`src/rtl/seg_scan_ctrl_pkg.sv`:
```
`default_nettype none
// +----------------------------------------------------------------------------+
// | Package  : seg_scan_ctrl_pkg                                               |
// | Purpose  : Shared types and constants for the 4-digit 7-segment scanner:   |
// |            digit count, scan FSM states, frame buffer layout and the       |
// |            hex-to-segment table (active-low, bit order g..a).             |
// | Revision : 1.0 - initial release                                           |
// +----------------------------------------------------------------------------+
package seg_scan_ctrl_pkg;

  localparam int NDIG = 4;
  localparam logic [7:0] SEG_OFF = 8'hFF;

  typedef enum logic [1:0] {
    IDLE  = 2'd0,
    DRIVE = 2'd1,
    BLANK = 2'd2
  } state_t;

  // One displayable frame: a decimal point and a hex nibble per digit.
  typedef struct packed {
    logic [NDIG-1:0]   dp;
    logic [4*NDIG-1:0] data;
  } frame_t;

  function automatic logic [6:0] seg7(input logic [3:0] nib);
    logic [6:0] seg_n;
    case (nib)
      4'h0:    seg_n = 7'b1000000;
      4'h1:    seg_n = 7'b1111001;
      4'h2:    seg_n = 7'b0100100;
      4'h3:    seg_n = 7'b0110000;
      4'h4:    seg_n = 7'b0011001;
      4'h5:    seg_n = 7'b0010010;
      4'h6:    seg_n = 7'b0000010;
      4'h7:    seg_n = 7'b1111000;
      4'h8:    seg_n = 7'b0000000;
      4'h9:    seg_n = 7'b0010000;
      4'hA:    seg_n = 7'b0001000;
      4'hB:    seg_n = 7'b0000011;
      4'hC:    seg_n = 7'b1000110;
      4'hD:    seg_n = 7'b0100001;
      4'hE:    seg_n = 7'b0000110;
      default: seg_n = 7'b0001110;
    endcase
    return seg_n;
  endfunction

endpackage
`default_nettype wire

```
`src/rtl/seg_scan_ctrl_if.sv`:
```
`default_nettype none
// +----------------------------------------------------------------------------+
// | Interface: seg_scan_ctrl_if                                                |
// | Purpose  : Frame write port of the display scanner (req/ack handshake).    |
// |   wr_req  : request to load a new frame                                    |
// |   wr_data : four hex nibbles, [3:0] = digit 0 ... [15:12] = digit 3        |
// |   wr_dp   : decimal point per digit, 1 = lit                               |
// |   wr_ack  : one-cycle pulse, frame captured into the shadow buffer         |
// | Revision : 1.0 - initial release                                           |
// +----------------------------------------------------------------------------+
interface seg_scan_ctrl_if;
  import seg_scan_ctrl_pkg::*;

  logic              wr_req;
  logic [4*NDIG-1:0] wr_data;
  logic [NDIG-1:0]   wr_dp;
  logic              wr_ack;

  modport master (output wr_req, output wr_data, output wr_dp, input  wr_ack);
  modport slave  (input  wr_req, input  wr_data, input  wr_dp, output wr_ack);

endinterface
`default_nettype wire

```
`src/rtl/seg_scan_ctrl_seg7_dec.sv`:
```
`default_nettype none
// +----------------------------------------------------------------------------+
// | Module   : seg7_dec                                                        |
// | Purpose  : Combinational hex nibble to active-low 7-segment decoder.       |
// |   nib    : in  4  hex value                                                |
// |   seg_n  : out 7  segments g..a, 0 = lit                                   |
// | Revision : 1.0 - initial release                                           |
// +----------------------------------------------------------------------------+
module seg7_dec
  import seg_scan_ctrl_pkg::*;
(
  input  wire logic [3:0] nib,
  output logic      [6:0] seg_n
);

  assign seg_n = seg7(nib);

endmodule
`default_nettype wire

```
`src/rtl/seg_scan_ctrl.sv`:
```
`default_nettype none
// +----------------------------------------------------------------------------+
// | Module   : seg_scan_ctrl                                                   |
// | Purpose  : Scan scheduler for a 4-digit multiplexed 7-segment display.     |
// |            Each digit slot is DIV clocks: DIV-BLANK_CYC driving, then      |
// |            BLANK_CYC blanked. Frames are double-buffered; a written frame  |
// |            becomes visible only at a frame boundary (or while idle).       |
// |   FPGA_clk   : in   system clock                                           |
// |   clr        : in   asynchronous active-low reset                          |
// |   Start      : in   1 = scan, 0 = stop at end of the current slot          |
// |   bus        : slave write port (wr_req/wr_data/wr_dp/wr_ack)              |
// |   ScanEn     : out  4 digit enables, active-low                            |
// |   Dout       : out  8 {dp_n, g_n..a_n}, active-low                         |
// |   frame_tick : out  one-cycle pulse per frame boundary                     |
// |   Tp         : out  toggles on every frame_tick                            |
// | Revision : 1.0 - initial release                                           |
// +----------------------------------------------------------------------------+
module seg_scan_ctrl
  import seg_scan_ctrl_pkg::*;
#(
  parameter int DIV       = 1000,
  parameter int BLANK_CYC = 16
) (
  input  wire logic            FPGA_clk,
  input  wire logic            clr,
  input  wire logic            Start,
  seg_scan_ctrl_if.slave       bus,
  output logic      [NDIG-1:0] ScanEn,
  output logic      [7:0]      Dout,
  output logic                 frame_tick,
  output logic                 Tp
);

  localparam int CNT_W = $clog2(DIV);
  localparam logic [CNT_W-1:0] c_drv_last  = CNT_W'(DIV - BLANK_CYC - 1);
  localparam logic [CNT_W-1:0] c_slot_last = CNT_W'(DIV - 1);

  state_t            r_state;
  logic [1:0]        r_idx;
  logic [CNT_W-1:0]  r_cnt;
  frame_t            r_shadow;
  frame_t            r_active;
  logic              r_pending;
  logic              r_wr_ack;
  logic [NDIG-1:0]   r_scan_en;
  logic [7:0]        r_dout;
  logic              r_frame_tick;
  logic              r_tp;

  logic              w_slot_end;
  logic              w_frame_end;
  logic              w_capture;
  logic [1:0]        w_idx_nxt;
  frame_t            w_active_nxt;
  logic [3:0]        w_nib;
  logic [6:0]        w_seg_n;

  // The registered outputs are loaded from next-cycle values, so the decoder
  // looks at the digit index and frame that will be current after this edge.
  // That way the first digit of a new frame already shows the new data.
  always_comb begin
    w_slot_end   = (r_state == BLANK) && (r_cnt == c_slot_last);
    w_frame_end  = w_slot_end && (r_idx == 2'd3);
    w_capture    = bus.wr_req && !r_wr_ack;

    w_active_nxt = r_active;
    if (r_pending && ((r_state == IDLE) || w_frame_end)) begin
      w_active_nxt = r_shadow;
    end

    w_idx_nxt = r_idx;
    if (r_state == IDLE) begin
      w_idx_nxt = 2'd0;
    end else if (w_slot_end) begin
      w_idx_nxt = Start ? (r_idx + 2'd1) : 2'd0;
    end

    w_nib = w_active_nxt.data[{w_idx_nxt, 2'b00} +: 4];
  end

  seg7_dec u_seg7_dec (
    .nib   (w_nib),
    .seg_n (w_seg_n)
  );

  always_ff @(posedge FPGA_clk or negedge clr) begin
    if (!clr) begin
      r_state      <= IDLE;
      r_idx        <= 2'd0;
      r_cnt        <= '0;
      r_shadow     <= '0;
      r_active     <= '0;
      r_pending    <= 1'b0;
      r_wr_ack     <= 1'b0;
      r_scan_en    <= '1;
      r_dout       <= SEG_OFF;
      r_frame_tick <= 1'b0;
      r_tp         <= 1'b0;
    end else begin
      r_active     <= w_active_nxt;
      r_idx        <= w_idx_nxt;
      r_wr_ack     <= 1'b0;
      r_frame_tick <= 1'b0;

      if (w_frame_end) begin
        r_pending    <= 1'b0;
        r_frame_tick <= 1'b1;
        r_tp         <= ~r_tp;
      end

      // Placed after the frame-boundary clear: a write landing on the
      // boundary keeps pending set so it is shown on the following frame.
      if (w_capture) begin
        r_shadow  <= '{dp: bus.wr_dp, data: bus.wr_data};
        r_pending <= 1'b1;
        r_wr_ack  <= 1'b1;
      end

      case (r_state)
        IDLE: begin
          if (Start) begin
            r_state   <= DRIVE;
            r_cnt     <= '0;
            r_scan_en <= ~(NDIG'(1) << w_idx_nxt);
            r_dout    <= {~w_active_nxt.dp[w_idx_nxt], w_seg_n};
          end else begin
            r_scan_en <= '1;
            r_dout    <= SEG_OFF;
          end
        end
        DRIVE: begin
          r_cnt <= r_cnt + 1'b1;
          if (r_cnt == c_drv_last) begin
            r_state   <= BLANK;
            r_scan_en <= '1;
            r_dout    <= SEG_OFF;
          end
        end
        BLANK: begin
          if (w_slot_end) begin
            r_cnt <= '0;
            if (Start) begin
              r_state   <= DRIVE;
              r_scan_en <= ~(NDIG'(1) << w_idx_nxt);
              r_dout    <= {~w_active_nxt.dp[w_idx_nxt], w_seg_n};
            end else begin
              r_state <= IDLE;
            end
          end else begin
            r_cnt <= r_cnt + 1'b1;
          end
        end
        default: begin
          r_state   <= IDLE;
          r_cnt     <= '0;
          r_scan_en <= '1;
          r_dout    <= SEG_OFF;
        end
      endcase
    end
  end

  assign bus.wr_ack = r_wr_ack;
  assign ScanEn     = r_scan_en;
  assign Dout       = r_dout;
  assign frame_tick = r_frame_tick;
  assign Tp         = r_tp;

endmodule
`default_nettype wire

```
`src/flat_wrapper.sv`:
```
// flat-port wrapper written by rule: the top's interface ports become plain ports
module seg_scan_ctrl_flat import seg_scan_ctrl_pkg::*;
#(
  parameter int DIV       = 1000,
  parameter int BLANK_CYC = 16
)
  (FPGA_clk, clr, Start, ScanEn, Dout, frame_tick, Tp, bus_wr_req, bus_wr_data, bus_wr_dp, bus_wr_ack);
  seg_scan_ctrl_if bus_i ();
  input  wire logic FPGA_clk;
  input  wire logic clr;
  input  wire logic Start;
  output logic      [NDIG-1:0] ScanEn;
  output logic      [7:0] Dout;
  output logic frame_tick;
  output logic Tp;
  input wire logic [$bits(bus_i.wr_req)-1:0] bus_wr_req;
  input wire logic [$bits(bus_i.wr_data)-1:0] bus_wr_data;
  input wire logic [$bits(bus_i.wr_dp)-1:0] bus_wr_dp;
  output wire logic [$bits(bus_i.wr_ack)-1:0] bus_wr_ack;
  assign bus_i.wr_req = bus_wr_req;
  assign bus_i.wr_data = bus_wr_data;
  assign bus_i.wr_dp = bus_wr_dp;
  assign bus_wr_ack = bus_i.wr_ack;
  seg_scan_ctrl #(.DIV(DIV), .BLANK_CYC(BLANK_CYC)) u_core (.FPGA_clk(FPGA_clk), .clr(clr), .Start(Start), .bus(bus_i), .ScanEn(ScanEn), .Dout(Dout), .frame_tick(frame_tick), .Tp(Tp));
endmodule
```
`config.mk`:
```
export PLATFORM = sky130hd
export DESIGN_NAME = seg_scan_ctrl_flat
export DESIGN_NICKNAME = d
export VERILOG_FILES = /design/src/rtl/seg_scan_ctrl_pkg.sv /design/src/rtl/seg_scan_ctrl_if.sv /design/src/rtl/seg_scan_ctrl_seg7_dec.sv /design/src/rtl/seg_scan_ctrl.sv /design/src/flat_wrapper.sv
export SDC_FILE = /design/constraint.sdc
export NUM_CORES = 1
export LEC_CHECK = 0
export CORE_MARGIN = 1.5
export CORE_UTILIZATION = 45
export DETAILED_ROUTE_END_ITERATION = 10
export GPL_TIMING_DRIVEN = 0
export PLACE_DENSITY = 0.66
export SLEW_MARGIN = 20
export SYNTH_ARGS = -nofsm -noshare
export SYNTH_HDL_FRONTEND = slang
export SYNTH_SLANG_ARGS = --single-unit
```
`constraint.sdc`:
```
create_clock -name FPGA_clk -period 5.5 [get_ports FPGA_clk]
set_clock_uncertainty 0.05 [all_clocks]
set_input_delay 1.1 -clock FPGA_clk [delete_from_list [all_inputs] [get_ports FPGA_clk]]
set_output_delay 1.1 -clock FPGA_clk [all_outputs]
set_load 0.05 [all_outputs]
```
# == Word level (Yosys, flattened, before mapping) ==
# Memories as Yosys holds them, arrays and structs flattened.
# Index checks and enable logic that the tools add are counted.
# Widths: inputs -> output; s select.
# op_classes
shift,2
n_reduce_logical,10
bitwise,3
n_mux,28
n_eq_ne,9
add_sub_neg,2
order_cmp,1
# op_table
operator,count
$mux 8,4
$pmux 10 s3,1
$pmux 8 s3,1
$eq 10x10->1 const B,2
$mux 10,2
$mux 20,1
$mux 4,4
$shiftx 16x5->4,1
$mux 2,6
$pmux 4 s3,1
$add 10x1->10 const B,1
$mux 1,6
$pmux 2 s3,1
$reduce_and 3->1,2
$eq 2x2->1 const B,2
$logic_and 1x1->1,4
$ne 2x1->1 const B,2
$ne 2x2->1 const B,2
$not 4->4,1
$shl 1x2->4 const A,1
$lt 2x3->1 const B,1
$add 2x1->2 const B,1
$bmux 1 s2,1
$eq 2x1->1 const B,1
5 further kinds,6
# word_totals
ff_bits,70
n_memories,1
in_bits,24
romBits,112
out_inout_bits,15
# mem_list
name,depth,width,read_ports,rd_ports_with_merged_regs,wr,line_no,text
(no name shown),16,7,1,0,0,seg_scan_ctrl_pkg.sv:28,case (nib)

# == Logic depth before layout (Yosys ltp) ==
# Gate-level depths: netlist (run 1).
# logic_depth
word_depth,12
depth_mapped,14
ltp_nobuf,12

# == Hierarchy ==
# Synthesis (run 1) repeated with hierarchy kept, for this count alone.
# unflattened
hier_cells,286
hier_area_um2,3464.6
# modules_own_cells
module,area_each_um2,seq_area_each_um2,cells_per_inst,n_inst
seg_scan_ctrl,3189.3,1766.7,254,1
seg7_dec,275.3,0.0,32,1

# == Worst setup path after synthesis (run 1) ==
# OpenSTA, ideal clock, no wires.
# synth_timing
path_type,reg2reg
startpoint,reg u_core.r_state[0]
endpoint,"reg u_core.r_dout[2], in the netlist u_core.Dout[2]"
slack_ns,2.179
path_stages_with_launch,14
t_arrival_ns,3.188
required_ns,5.367
path_cell_list,dfrtp_1 > inv_1 > ha_1 > buf_2 > nand2_1 > o41ai_1 > and2_1 > buf_4 > mux2_2 > a211oi_1 > inv_1 > ha_1 > and3_1 > o32a_1
# synth_rtl
element,line_no,text
"start, declared",seg_scan_ctrl.sv:38,state_t r_state;
"start signal, assigned",seg_scan_ctrl.sv:88,r_state <= IDLE;
"start signal, assigned",seg_scan_ctrl.sv:122,r_state <= DRIVE;
"start signal, assigned",seg_scan_ctrl.sv:134,r_state <= BLANK;
"end signal, assigned",seg_scan_ctrl.sv:125,"r_dout <= {~w_active_nxt.dp[w_idx_nxt], w_seg_n};"
"end signal, assigned",seg_scan_ctrl.sv:145,"r_dout <= {~w_active_nxt.dp[w_idx_nxt], w_seg_n};"
"end, declared",seg_scan_ctrl.sv:46,logic [7:0] r_dout;

==> results of run 1 <==
state kept, by name, summed over array words and instances, names as in the netlist:
register and flops:
u_core.r_active 20, u_core.r_shadow 20, u_core.r_cnt 10, u_core.Dout 8, u_core.ScanEn 4, u_core.r_idx 2
u_core.r_state 2, u_core.Tp 1, u_core.bus.wr_ack 1, u_core.frame_tick 1, u_core.r_pending 1
power by group:
| group | leakage [nW] | switching [mW] | internal [mW] | total (mW) |
|---|---|---|---|---|
| Sequential | 0.837 | 0.0699 | 0.668 | 0.738 |
| Combinational | 0.973 | 0.485 | 0.359 | 0.845 |
| Clock | 0.112 | 0.214 | 0.262 | 0.476 |
cells in the mapped netlist, drive strengths merged (2+ instances only):
cell type	instances	area (sq um)
a21boi	3	22.5
a21o	2	15.0
a21oi	8	40.0
a22o	3	26.3
a22oi	2	15.0
a31oi	7	43.8
a32oi	2	17.5
and2	3	18.8
and3	3	18.8
and4b	2	20.0
buf	5	28.8
clkbuf	5	18.8
dfrtp	58	1450
dfstp	12	315
ha	12	150
inv	14	52.6
mux2	42	473
mux2i	16	160
nand2	13	48.8
nand2b	4	25.0
nand3	4	20.0
nand4	4	31.3
nor2	25	96.4
nor3	3	15.0
nor4	3	33.8
o211ai	7	52.6
o21ai	8	40.0
o22a	5	43.8
o22ai	8	56.3
o32a	2	20.0
o32ai	3	26.3
or3	4	25.0
xnor2	4	35.0
xor2	4	35.0
layer usage:
metal	track usage [%]	wire length, microns	up-vias
li1	-	-	1244
met1	23.6	3320	1259
met2	31.3	3550	59
met3	4.43	306	10
met4	7.69	97	0
met5	0	0	-
cell usage in the layout (no fill, tap or decap), types with 2 or more instances in the layout:
cell	count
sky130_fd_sc_hd__clkbuf_1	5
sky130_fd_sc_hd__inv_6	2
sky130_fd_sc_hd__ha_1	12
sky130_fd_sc_hd__clkdlybuf4s50_1	37
sky130_fd_sc_hd__clkbuf_8	9
sky130_fd_sc_hd__xnor2_1	4
sky130_fd_sc_hd__bufinv_16	2
sky130_fd_sc_hd__nand4_1	3
sky130_fd_sc_hd__o22a_1	5
sky130_fd_sc_hd__o32a_1	2
sky130_fd_sc_hd__o22ai_1	7
sky130_fd_sc_hd__nand2b_1	4
sky130_fd_sc_hd__and3_1	3
sky130_fd_sc_hd__nor4_1	2
sky130_fd_sc_hd__xor2_1	4
sky130_fd_sc_hd__mux2i_1	16
sky130_fd_sc_hd__nand2_1	13
sky130_fd_sc_hd__nor2_1	24
sky130_fd_sc_hd__buf_2	2
sky130_fd_sc_hd__dfstp_2	12
sky130_fd_sc_hd__dfrtp_1	58
sky130_fd_sc_hd__o211ai_1	7
sky130_fd_sc_hd__buf_4	3
sky130_fd_sc_hd__o21ai_0	8
sky130_fd_sc_hd__a22o_1	3
sky130_fd_sc_hd__o32ai_1	3
sky130_fd_sc_hd__and4b_1	2
sky130_fd_sc_hd__nor3_1	3
sky130_fd_sc_hd__a31oi_1	7
sky130_fd_sc_hd__mux2_2	42
sky130_fd_sc_hd__a21oi_1	8
sky130_fd_sc_hd__or3_1	4
sky130_fd_sc_hd__a22oi_1	2
sky130_fd_sc_hd__nand3_1	4
sky130_fd_sc_hd__and2_1	3
sky130_fd_sc_hd__a21boi_1	2
sky130_fd_sc_hd__inv_1	14
sky130_fd_sc_hd__a21o_1	2
sky130_fd_sc_hd__a32oi_1	2
cell families after synthesis:
family | count (synthesis) | synth area share, %
buffers and inverters | 24 | 2.78
AND/OR/NAND/NOR | 73 | 11.2
adder cells (fa/ha/maj) | 12 | 4.17
AO/OA/AOI/OAI | 66 | 13.2
flip-flops | 70 | 49.1
XOR/XNOR | 8 | 1.95
multiplexers | 58 | 17.6
final timing paths:
check	start	end	slack, ns	cells after the start
worst max-delay path	u_core.r_state[0]	u_core.Dout[2]	1.56	13
worst min-delay path	u_core.r_active[0]	u_core.r_active[0]	0.44	2
worst max register to register	u_core.r_state[0]	u_core.Dout[2]	1.56	13
worst min register to register	u_core.r_active[0]	u_core.r_active[0]	0.44	2
max in group asynchronous	clr	u_core.Dout[7]	4.21	2
min in group asynchronous	clr	u_core.r_cnt[8]	0.60	1
cell type report:
class | count | share of cell area [%]
flip-flops and latches | 70 | 40.5
well taps | 102 | 2.93
multi-input cells | 217 | 39.7
repair buffers | 39 | 9.30
inverters | 14 | 1.21
plain buffers | 10 | 1.09
clock inverters | 7 | 2.41
clock buffers | 9 | 2.84
worst min-delay path, delay by kind of cell, from the launching register on:
family / cells / cell delay (ns)
flops: 1 / 0.33
mux: 1 / 0.08
buf+inv: 1 / 0.05
metrics by stage:
step | hold slack (ns) | utilization [%] | instances | worst slack [ns] | total power, mW
6_report | 0.441 | 56.4 | 468 | 1.56 | 2.06
5_1_grt | 0.469 | 56.4 | 468 | 1.28 | 2.20
4_1_cts | 0.441 | 56.4 | 468 | 1.54 | 2.07
3_5_place_dp | 0.416 | 53.4 | 452 | 1.46 | 1.59
3_3_place_gp | 0.406 | 53.1 | 451 | 0.904 | 1.57
2_1_floorplan | 0.396 | - | 311 | 2.18 | 1.37
==> impl_metrics.env, run 1 <==
export IMPL_status="finished clean"
export IMPL_numnets_final=397
export IMPL_crit_path_cell_trace="inv_1, ha_1, buf_2, nand2_1, o41ai_1, and2_1, buf_4, mux2_2, a211oi_1, inv_1, ha_1, and3_1, o32a_1"
export IMPL_antenna_found_initial=0
export IMPL_floorplan_die_area_sq_um=8540
export IMPL_cts_hold_buffers_added=0
export IMPL_clkSlewWorstSetupHoldPaths_ns=0.08
export IMPL_layout_filler_cells=653
export IMPL_numCtsBuffers=9
export IMPL_critical_path_top_delay_family="compound AO/OA/AOI/OAI gates"
export IMPL_cts_root_to_sink_buffers=2
export IMPL_grt_first_pass_wirelength_microns=12500
export IMPL_p_leak_nw=1.92
export IMPL_rsz_0062_raised_after_global_routing="false"
export IMPL_global_route_usage_total_pct=18.9
export IMPL_remaining_drc_errors=0
export IMPL_crit_buf_inv=4
export IMPL_timing_final_max_slew_violations=0
export IMPL_cts_htree_levels=3
export IMPL_max_slew_margin_rel_pct=48.2
export IMPL_numClockSinks=70
export IMPL_finalCriticalPeriod_ns=3.94
export IMPL_detailroute_via_count=2572
export IMPL_fmax_mhz=254
export IMPL_sequential_cell_area_sq_um=1770
export IMPL_cp_end_kind="flop"
export IMPL_share_of_flip_flops_with_an_asynchronous_set_or_reset_after_synthesis_pct=100
export IMPL_timing_critical_path_arrival_ns=4.17
export IMPL_1st_pass_router_iterations=4
export IMPL_critPathRequiredTime_ns=5.74
export IMPL_initial_core_util_pct=46.6
export IMPL_timing_final_hold_violations=0
export IMPL_synth_cell_type_count=52
export IMPL_cts_tree="yes"
export IMPL_clkLatencyLatePin_ns=0.36
export IMPL_yosys_warnings=0
export IMPL_first_iter_violations=103
export IMPL_grt_ovfl_total=0
export IMPL_drive_gt1_share_pct=22.4
export IMPL_drt_vias_per_instance=5.50
export IMPL_routed_wire_length_per_instance_microns=15.6
export IMPL_insertedDiodeCount=0
export IMPL_syn_num_nets=347
export IMPL_ant_nets=0
export IMPL_setup_tns_ns=0
export IMPL_floorplan_die_height_microns=92.4
export IMPL_synth_yosys_seq_area_share_pct=49.1
export IMPL_routed_wl_microns=7280
export IMPL_portBuffers=38
export IMPL_worst_setup_path_type="flop to flop"
export IMPL_synthesis_instances=311
export IMPL_rows=32
export IMPL_grt_pass1_vias=2642
export IMPL_holdCritPathClass="flop to flop"
export IMPL_post_cts_resized=0
export IMPL_synth_area_per_cell_sq_um=11.6
export IMPL_power_density_nw_per_um2=472
export IMPL_critPathMaxFanout=10
export IMPL_synth_enable_flop_cells=0
export IMPL_layout_cell_area_non_filler_sq_um=4360
export IMPL_post_cts_setup_buffers=0
export IMPL_synth_seq_cells=70
export IMPL_max_vdd_ir_drop_v=0.000207
export IMPL_timing_critical_path_slowest_cell_delay_ns=0.64
export IMPL_i_o_pins=39
export IMPL_post_dp_hpwl_microns=5370
export IMPL_critPathLaunchType="flop"
export IMPL_grt_max_degree=46
export IMPL_dominantRegCellSynth="sky130_fd_sc_hd__dfrtp_1"
export IMPL_globalplace_congestion=0.816
export IMPL_multi_input_area_sq_um=1730
export IMPL_detailed_place_area_sq_um=4130
export IMPL_area_growth_syn_to_layout_pct=21.2
export IMPL_post_synth_instance_area_sq_um=3600
export IMPL_cts_root_buf="sky130_fd_sc_hd__clkbuf_8"
export IMPL_setup_violations=0
export IMPL_maxCapViolCount=0
export IMPL_crit_slowest_cell="sky130_fd_sc_hd__a211oi_1"
export IMPL_die_width_microns=92.4
export IMPL_layout_worst_path_cycle_share_pct=71.6
export IMPL_core_area_sq_um=7730
export IMPL_worst_pin_slew_ns=0.775
Power figures use the tool's default switching activity.
==> run 2, diff against run 1 <==
--- a/config.mk
+++ b/config.mk
@@ -9,7 +9,7 @@
 export CORE_UTILIZATION = 45
 export DETAILED_ROUTE_END_ITERATION = 10
 export GPL_TIMING_DRIVEN = 0
-export PLACE_DENSITY = 0.66
+export PLACE_DENSITY = 0.68
 export SLEW_MARGIN = 20
 export SYNTH_ARGS = -nofsm -noshare
 export SYNTH_HDL_FRONTEND = slang
==> constraint.sdc (replaced) <==
create_clock -name FPGA_clk -period 3.25 [get_ports FPGA_clk]
set_clock_uncertainty 0.05 [all_clocks]
set_input_delay 0.65 -clock FPGA_clk [delete_from_list [all_inputs] [get_ports FPGA_clk]]
set_output_delay 0.65 -clock FPGA_clk [all_outputs]
set_load 0.05 [all_outputs]
==> run 2 against run 1 <==
Against the previous run:
- via count increased by 5.3%
- sequential power increased by 69%
- flip-flop and latch count unchanged
- non-clock buffer count increased by 15
- fmax increased by 26%
- first-iteration DRC count increased by 27%
- combinational power increased by 91%
- sequential share of layout area decreased by 1.9 points
- die area unchanged
- worst setup slack got worse by 1.4 ns
- design area increased by 5.0%
==> impl_metrics.env, run 2 (same netlist as run 1, synthesis figures left out) <==
export IMPL_status="finished clean"
export IMPL_setup_tns_ns=0
export IMPL_power_density_nw_per_um2=815
export IMPL_cts_root_to_sink_buffers=2
export IMPL_crit_buf_inv=4
export IMPL_critPathMostFrequentCell="sky130_fd_sc_hd__buf_6"
export IMPL_largest_registers="u_core.r_active x20, u_core.r_shadow x20, u_core.r_cnt x10"
export IMPL_cp_end_kind="flop"
export IMPL_critPathRequiredTime_ns=3.49
export IMPL_setup_violations=0
export IMPL_grt_first_pass_wirelength_microns=12800
export IMPL_first_iter_violations=131
export IMPL_timing_critical_path_slowest_cell_delay_ns=0.41
export IMPL_dp_worst_setup_slack_ns=-0.405
export IMPL_clkLatencyLatePin_ns=0.35
export IMPL_critPathMaxFanout=6
export IMPL_p_leak_nw=2.04
export IMPL_layout_common_cells="sky130_fd_sc_hd__dfrtp_1, sky130_fd_sc_hd__mux2_2, sky130_fd_sc_hd__clkdlybuf4s50_1, sky130_fd_sc_hd__nor2_1, sky130_fd_sc_hd__buf_4"
export IMPL_critical_path_top_delay_family="compound AO/OA/AOI/OAI gates"
export IMPL_routed_wire_length_per_instance_microns=16.2
export IMPL_remaining_drc_errors=0
export IMPL_global_route_usage_total_pct=19.3
export IMPL_crit_reg2reg_launch="u_core.r_state[0]"
export IMPL_timing_final_hold_violations=0
export IMPL_worst_setup_path_type="flop to flop"
export IMPL_clkSlewWorstSetupHoldPaths_ns=0.07
export IMPL_i_o_pins=39
export IMPL_crit_path_start="u_core.r_state[0]"
export IMPL_cts_htree_levels=3
export IMPL_fin_worst_hold_slack_ns=0.131
export IMPL_max_slew_margin_rel_pct=46.4
export IMPL_initial_core_util_pct=46.6
export IMPL_crit_reg2reg_capture="u_core.Dout[3]"
export IMPL_detailroute_via_count=2709
export IMPL_layout_worst_path_cycle_share_pct=96.0
export IMPL_ant_nets=0
export IMPL_rows=32
export IMPL_worst_pin_slew_ns=0.802
export IMPL_maxCapViolCount=0
export IMPL_core_area_sq_um=7730
export IMPL_grt_max_degree=52
export IMPL_final_instance_count_excl_fill=483
export IMPL_timing_critical_path_arrival_ns=3.36
export IMPL_dpl_cell_count=452
export IMPL_grt_ovfl_total=0
export IMPL_layout_cells_most_common="sky130_fd_sc_hd__dfrtp_1"
export IMPL_area_growth_syn_to_layout_pct=27.2
export IMPL_endpoint="u_core.Dout[3]"
export IMPL_insertedDiodeCount=0
export IMPL_final_setup_worst_slack_ns=0.130
export IMPL_rr_worst_depth=13
export IMPL_globalplace_congestion=0.858
export IMPL_setup_reg_to_reg_worst_slack_ns=0.13
export IMPL_timing_final_max_slew_violations=0
export IMPL_finalCriticalPeriod_ns=3.12
export IMPL_numnets_final=412
export IMPL_drive_gt1_share_pct=28.3
export IMPL_crit_slowest_cell="sky130_fd_sc_hd__dfrtp_1"
export IMPL_floorplan_die_area_sq_um=8540
export IMPL_critPathLaunchType="flop"
export IMPL_numCtsBuffers=9
export IMPL_cts_tree="yes"
export IMPL_antenna_found_initial=0
export IMPL_fin_total_pwr_mw=3.73
export IMPL_cts_hold_buffers_added=0
export IMPL_routed_wl_microns=7820
export IMPL_crit_path_cell_trace="inv_2, ha_4, buf_6, nand2_2, o41ai_4, and2_1, buf_6, mux2_4, a211oi_4, buf_4, ha_1, o211ai_1, o221a_1"
export IMPL_cts_root_buf="sky130_fd_sc_hd__clkbuf_8"
export IMPL_holdCritPathClass="primary input to asynchronous set/reset pin"
export IMPL_timing_critical_path_depth=13
export IMPL_fmax_mhz=321
export IMPL_numClockSinks=70
export IMPL_floorplan_die_height_microns=92.4
export IMPL_post_dp_hpwl_microns=5530
export IMPL_grt_pass1_vias=2742
export IMPL_die_width_microns=92.4
export IMPL_drt_vias_per_instance=5.61
export IMPL_1st_pass_router_iterations=4
export IMPL_max_vdd_ir_drop_v=0.000437
export IMPL_portBuffers=38
## run 2: cell count changes in the layout (fill, tap and decap cells not counted), sizes merged
| cell | previous run | this run |
|---|---|---|
| inv | 17 | 14 |
| clkinv | 1 | 3 |
| buf | 7 | 23 |
| bufinv | 2 | 3 |
| clkinvlp | 1 | 0 |
## run 2: how the worst min path moves through the flow
stage / cells past startpoint / startpoint / to / slack (ns)
5_1_grt: 1 / clr / u_core.r_cnt[8] / 0.13
6_report: 1 / clr / u_core.r_cnt[8] / 0.13
3_3_place_gp: 2 / u_core.r_active[0] / u_core.r_active[0] / 0.41
4_1_cts: 1 / clr / u_core.r_cnt[8] / 0.13
2_1_floorplan: 0 / clr / u_core.Tp / 0.30
3_5_place_dp: 1 / u_core.Tp / u_core.Tp / 0.42
## run 2: layer usage
layer  wire length, microns  GRT usage (%)
met3                    289           5.42
met2                   3960           33.1
met4                     83           5.90
met1                   3480           23.4
met5                      0              0
## run 2: what timing repair did
item | CTS | global route
resized for setup | 4 | 14
pin swaps | 3 | 8
buffers inserted | 5 | 11
setup endpoints to repair | 7 | 7
## run 2: cell type report
type	instances	area (sq um)
inverters	14	52.6
well taps	102	128
repair buffers	55	526
clock inverters	6	109
multi-input cells	217	1800
flip-flops and latches	70	1770
plain buffers	9	53.8
clock buffers	10	138
fillers	637	3150
## run 2: per-stage QoR
stage                     cell area, sq um  utilization [%]
after floorplan                       3600                -
after global placement                4110             53.2
after detailed placement              4140             53.5
after CTS                             4450             57.6
after global routing                  4580             59.2
final                                 4580             59.2
## run 2: report_power, final
part | total (mW) | internal (mW) | switching [mW]
sequential | 1.25 | 1.13 | 0.120
combinational | 1.61 | 0.725 | 0.890
clock | 0.862 | 0.529 | 0.332
total | 3.73 | 2.39 | 1.34
